## src/rtl/ext_lights_pkg.sv

```systemverilog
`default_nettype none
// ----------------------------------------------------------------------------
// ext_lights_pkg: mode/state encodings and counter sizing for ext_lights_multi
// Rev 1.0
// ----------------------------------------------------------------------------
package ext_lights_pkg;

  localparam logic [1:0] MODE_AUTO      = 2'b00;
  localparam logic [1:0] MODE_FORCE_ON  = 2'b01;
  localparam logic [1:0] MODE_FORCE_OFF = 2'b10;

  typedef enum logic [1:0] {
    S_OFF      = 2'd0,
    S_PEND_ON  = 2'd1,
    S_ON       = 2'd2,
    S_PEND_OFF = 2'd3
  } state_t;

  function automatic int cnt_width(input int persist);
    return (persist < 1) ? 1 : $clog2(persist + 1);
  endfunction

endpackage
`default_nettype wire

```

## src/rtl/ext_light_channel.sv

```systemverilog
`default_nettype none
// ----------------------------------------------------------------------------
// ext_light_channel: one light zone with hysteresis, persistence and override
// Rev 1.0
// ----------------------------------------------------------------------------
module ext_light_channel
  import ext_lights_pkg::*;
#(
  parameter int LUM_W      = 8,
  parameter int ON_THRESH  = 40,
  parameter int OFF_THRESH = 60,
  parameter int PERSIST    = 3
) (
  input  logic             clk,
  input  logic             rst,
  input  logic             valid,
  input  logic [LUM_W-1:0] lum,
  input  logic [1:0]       mode,
  output logic             light,
  output logic             changed,
  output logic             light_next
);

  localparam int              CW    = cnt_width(PERSIST);
  localparam logic [CW:0]     P_LIM = (CW+1)'(PERSIST);
  localparam logic [LUM_W-1:0] ON_T  = LUM_W'(ON_THRESH);
  localparam logic [LUM_W-1:0] OFF_T = LUM_W'(OFF_THRESH);

  state_t        state, state_nx;
  logic [CW-1:0] cnt, cnt_nx;
  logic [CW:0]   cnt_inc;
  logic          reached;

  assign cnt_inc = {1'b0, cnt} + 1'b1;
  // Switching happens on the PERSIST-th sample, so the counter never exceeds PERSIST-1.
  assign reached = (cnt_inc >= P_LIM);

  always_comb begin
    state_nx = state;
    cnt_nx   = cnt;
    case (mode)
      MODE_FORCE_ON: begin
        state_nx = S_ON;
        cnt_nx   = '0;
      end
      MODE_FORCE_OFF: begin
        state_nx = S_OFF;
        cnt_nx   = '0;
      end
      default: begin
        if (valid) begin
          case (state)
            S_OFF, S_PEND_ON: begin
              if (lum < ON_T) begin
                state_nx = reached ? S_ON : S_PEND_ON;
                cnt_nx   = reached ? '0 : cnt_inc[CW-1:0];
              end else begin
                state_nx = S_OFF;
                cnt_nx   = '0;
              end
            end
            default: begin
              if (lum > OFF_T) begin
                state_nx = reached ? S_OFF : S_PEND_OFF;
                cnt_nx   = reached ? '0 : cnt_inc[CW-1:0];
              end else begin
                state_nx = S_ON;
                cnt_nx   = '0;
              end
            end
          endcase
        end
      end
    endcase
  end

  assign light_next = (state_nx == S_ON) || (state_nx == S_PEND_OFF);

  always_ff @(posedge clk) begin
    if (rst) begin
      state   <= S_OFF;
      cnt     <= '0;
      light   <= 1'b0;
      changed <= 1'b0;
    end else begin
      state   <= state_nx;
      cnt     <= cnt_nx;
      light   <= light_next;
      changed <= light_next ^ light;
    end
  end

endmodule
`default_nettype wire

```

## src/rtl/ext_lights_multi.sv

```systemverilog
`default_nettype none
// ----------------------------------------------------------------------------
// ext_lights_multi: N_CH independent exterior light zones plus Any_on summary
// Rev 1.0
// ----------------------------------------------------------------------------
module ext_lights_multi
  import ext_lights_pkg::*;
#(
  parameter int N_CH       = 4,
  parameter int LUM_W      = 8,
  parameter int ON_THRESH  = 40,
  parameter int OFF_THRESH = 60,
  parameter int PERSIST    = 3
) (
  input  logic                  CLK,
  input  logic                  Reset,
  input  logic                  Lum_valid,
  input  logic [N_CH*LUM_W-1:0] Lum_sen,
  input  logic [2*N_CH-1:0]     Mode,
  output logic [N_CH-1:0]       Ext_light,
  output logic [N_CH-1:0]       Changed,
  output logic                  Any_on
);

  if ((OFF_THRESH < ON_THRESH) || (PERSIST < 1)) begin : g_bad_params
    $error("ext_lights_multi: need OFF_THRESH >= ON_THRESH and PERSIST >= 1");
  end

  logic [N_CH-1:0] light_next;

  for (genvar i = 0; i < N_CH; i++) begin : g_ch
    ext_light_channel #(
      .LUM_W      (LUM_W),
      .ON_THRESH  (ON_THRESH),
      .OFF_THRESH (OFF_THRESH),
      .PERSIST    (PERSIST)
    ) u_ch (
      .clk        (CLK),
      .rst        (Reset),
      .valid      (Lum_valid),
      .lum        (Lum_sen[i*LUM_W +: LUM_W]),
      .mode       (Mode[2*i +: 2]),
      .light      (Ext_light[i]),
      .changed    (Changed[i]),
      .light_next (light_next[i])
    );
  end

  // Built from next-state bits so it lines up with Ext_light in the same cycle.
  always_ff @(posedge CLK) begin
    if (Reset) Any_on <= 1'b0;
    else       Any_on <= |light_next;
  end

endmodule
`default_nettype wire

```

## config.mk

```make
export PLATFORM = sky130hd
export DESIGN_NAME = ext_lights_multi
export DESIGN_NICKNAME = d
export VERILOG_FILES = /design/src/rtl/ext_lights_pkg.sv /design/src/rtl/ext_light_channel.sv /design/src/rtl/ext_lights_multi.sv
export SDC_FILE = /design/constraint.sdc
export NUM_CORES = 1
export LEC_CHECK = 0
export ABC_AREA = 1
export CORE_UTILIZATION = 46
export DETAILED_ROUTE_END_ITERATION = 16
export GPL_ROUTABILITY_DRIVEN = 0
export GPL_TIMING_DRIVEN = 1
export PLACE_DENSITY_LB_ADDON = 0.12
export RECOVER_POWER = 100
export SYNTH_ARGS = -nofsm -noshare
export SYNTH_HDL_FRONTEND = slang
export SYNTH_SLANG_ARGS = --single-unit
```

## constraint.sdc

```tcl
create_clock -name CLK -period 1.7 [get_ports CLK]
set_clock_uncertainty 0.05 [all_clocks]
set_input_delay 0.34 -clock CLK [delete_from_list [all_inputs] [get_ports CLK]]
set_output_delay 0.34 -clock CLK [all_outputs]
set_load 0.1 [all_outputs]
```

==> flow_summary.toml, run 1 <==
[final_layout]
layout.cells.non_filler = 282
layout-drive-gt1-share_pct = 13.1
fillerInstances = 237
areaGrowthSynthToFinish_pct = 40.0
fin_nets = 304
n_antenna_cell = 0

[detailed_routing]
antenna_left = 0
drt_iter0_markers = 19
route.vias.total = 1404
dr.pass1.iters = 4
drc = 0
viasPerCell = 4.98
wl_per_cell_um = 10.4
wl_um = 2940

[worst_hold_path]
hold_class = "reg -> reg"
min_path_cells = 2
hp-start = "g_ch[2].u_ch.cnt[0]"
hold-path-endpoint = "g_ch[2].u_ch.cnt[0]"

[die]
fp.dieW_um = 55.2
start_util_pct = 50.7
core_um2 = 2570
die_area_um2 = 3050
fp.dieH_um = 55.2
rows = 18
ios = 52

[placement]
dp.final_hpwl_um = 2480
io_buffers = 51
dpl.cell_count = 278

[synth]
ys_warn_count = 0
yosys.area.top_type = "dfxtp_1"
synth_top_area_share_pct = 30.8
synth_cell_types = 24
synth_edf_count = 0
ys_ff_latch = 20
synthTopCellsByArea = "dfxtp_1 31%, nand2_1 15%, ha_1 7.7%"
synthCells = 199
synth_top_flop_cell = "dfxtp_1"
syn-num-nets = 250
synth_async_sr_flop_share_pct = 0
yosys-top-cells-count = "51 x nand2_1, 26 x inv_1, 21 x nor2_1"
synthesis.area_um2 = 1300
synth.avg_cell_area_um2 = 6.54
post-synth-top-count-cell = "nand2_1"
ys_seq_area_share_pct = 30.8

[critical_path]
crit_path_top_delay_cell = "dlygate4sd3_1"
cp_max_fo = 3
r2r-start = "g_ch[1].u_ch.state[1]"
end_kind = "flop"
cp_num_buf_inv = 2
slowest_delay_ps = 540
r2r_slack_ps = 460
r2r-end = "Any_on"
worstPathArrival_ps = 1740
worstPathRequired_ps = 1850
critical_path_class = "in -> reg"
cp.depth = 9
r2r_cells = 8
crit_family = "buffers and inverters"
crit_chain = "dlygate4sd3_1, inv_1, ha_1, nand2_1, a21oi_2, nand2_1, nand2_2, nor2_1, a21oi_2"
crit_path_start_kind = "input pin"

[global_routing]
grt_overflow_total = 0
grtUsageTotal_pct = 20.9
grt_pass1_wl_um = 4570
antenna_found_initial = 0
grt_pass1_vias = 1284
grt_max_degree = 15

[clock_tree]
postCtsSetupRepairBufs = 0
cts_sinks = 20
cts_buffers = 3
ctsRootBufferMaster = "clkbuf_4"
hold_buffers = 0
ctsResizeCount = 0
ctsLongestPathBuffers = 2
worstSkewPairLatency_ps = 300
clkTransAtPathRegs_ps = 110
cts_tree = "built"
cts_max_level = 1

[sta]
relSlewSlack_pct = 64.0
fin_crit_sh_pct = 93.7
setup_viol = 0
rsz0062_at_grt = "no"
drv_slew = 0
max_freq_mhz = 628
fin_crit_ps = 1590
final.setup.tns_ps = 0
tightest_slew_ps = 542
final_hold_viol_count = 0

[power_and_ir_drop]
ir_drop_uv = 353
powerDensity_nw_per_um2 = 611
design_power_total_uw = 1110
leakage_uw = 0.000828

[outcome]
status = "finished clean"

[job]
maxCapViolCount = 0
-- worst register-to-register path: cells and delay by family, from the launching register on --
kind	cells	cell delay (ps)
flops	1	350
buf+inv	1	170
simple gates	5	470
compound gates	2	100
-- where the power goes --
group	leakage [uW]	internal [uW]	switching (uW)	total, uW
Clock	0.0000210	131	145	275
Combinational	0.000644	149	193	342
Sequential	0.000163	487	8.87	496
-- worst max path at each step --
stage / startpoint / end / slack [ps]
2_1_floorplan: Any_on / Any_on / 400
3_3_place_gp: Mode[6] / Any_on / -110
3_5_place_dp: Mode[4] / g_ch[2].u_ch.changed / -160
4_1_cts: Mode[4] / g_ch[2].u_ch.changed / 160
5_1_grt: Mode[2] / Any_on / 50
6_report: Mode[2] / Any_on / 110
-- routing by layer --
metal  up-vias  global-route usage [%]  wire length [um]
met5         -                       0                 0
met4         0                    8.33                46
met3         5                    3.83               183
met2        47                    43.6              1550
met1       623                    19.3              1160
li1        729                       -                 -
-- registers in the layout, indices dropped and copies added (netlist names) --
signal,cells
g_ch.u_ch.changed,4
Any_on,1
g_ch.u_ch.light,3
g_ch.u_ch.cnt,8
g_ch.u_ch.state,4
-- area by class of cell --
class / instances / area, um^2 / area share (%)
inverters: 28 / 105 / 5.77
repair buffers: 60 / 529 / 29.1
well taps: 30 / 37.5 / 2.06
flip-flops and latches: 20 / 400 / 22.0
multi-input cells: 140 / 713 / 39.1
clock buffers: 4 / 36.3 / 1.99
-- layout by cell type, fill, tap and decap left out, drive strengths merged --
cell type / count
buf: 7
o21ai: 13
o21a: 1
nand2: 57
a21oi: 20
dlygate4sd3: 1
a21boi: 3
nor3: 4
or2: 2
clkbuf: 15
clkdlybuf4s50: 41
inv: 28
a211oi: 2
nor2: 22
nand3: 7
xnor2: 1
dfxtp: 20
ha: 8
-- cells by family after synthesis --
family          Yosys count  share of synthesized area, %
buf+inv                  39                          14.2
fa+ha+maj                 8                          7.69
flops                    20                          30.8
simple gates             92                          29.3
xor+xnor                  1                         0.673
compound gates           39                          17.3
-- metrics by stage --
step	area, um^2	utilization, %	setup WS (ps)	hold WS (ps)
floorplan	1300	-	401	401
global placement	1930	75.0	-113	409
detailed placement	1930	75.0	-162	424
CTS	1960	76.5	165	443
global route	1820	71.0	50.6	469
finish	1820	71.0	108	434
(Power assumes the default switching activity.)
==> run 2: changes to the inputs <==
--- a/config.mk
+++ b/config.mk
@@ -12,6 +12,8 @@
 export GPL_TIMING_DRIVEN = 1
 export PLACE_DENSITY_LB_ADDON = 0.12
 export RECOVER_POWER = 100
+export SKIP_CTS_REPAIR_TIMING = 1
+export SLEW_MARGIN = 20
 export SYNTH_ARGS = -nofsm -noshare
 export SYNTH_HDL_FRONTEND = slang
 export SYNTH_SLANG_ARGS = --single-unit
==> results of run 2 <==
Same layout as run 1: the final DEF is identical, and so are final timing and power.
==> run 3: changes to the inputs <==
--- a/config.mk
+++ b/config.mk
@@ -10,6 +10,7 @@
 export DETAILED_ROUTE_END_ITERATION = 16
 export GPL_ROUTABILITY_DRIVEN = 0
 export GPL_TIMING_DRIVEN = 1
+export HOLD_SLACK_MARGIN = 0.15
 export PLACE_DENSITY_LB_ADDON = 0.12
 export RECOVER_POWER = 100
 export SKIP_CTS_REPAIR_TIMING = 1
==> results of run 3 <==
Same layout as run 1: the final DEF is identical, and so are final timing and power.
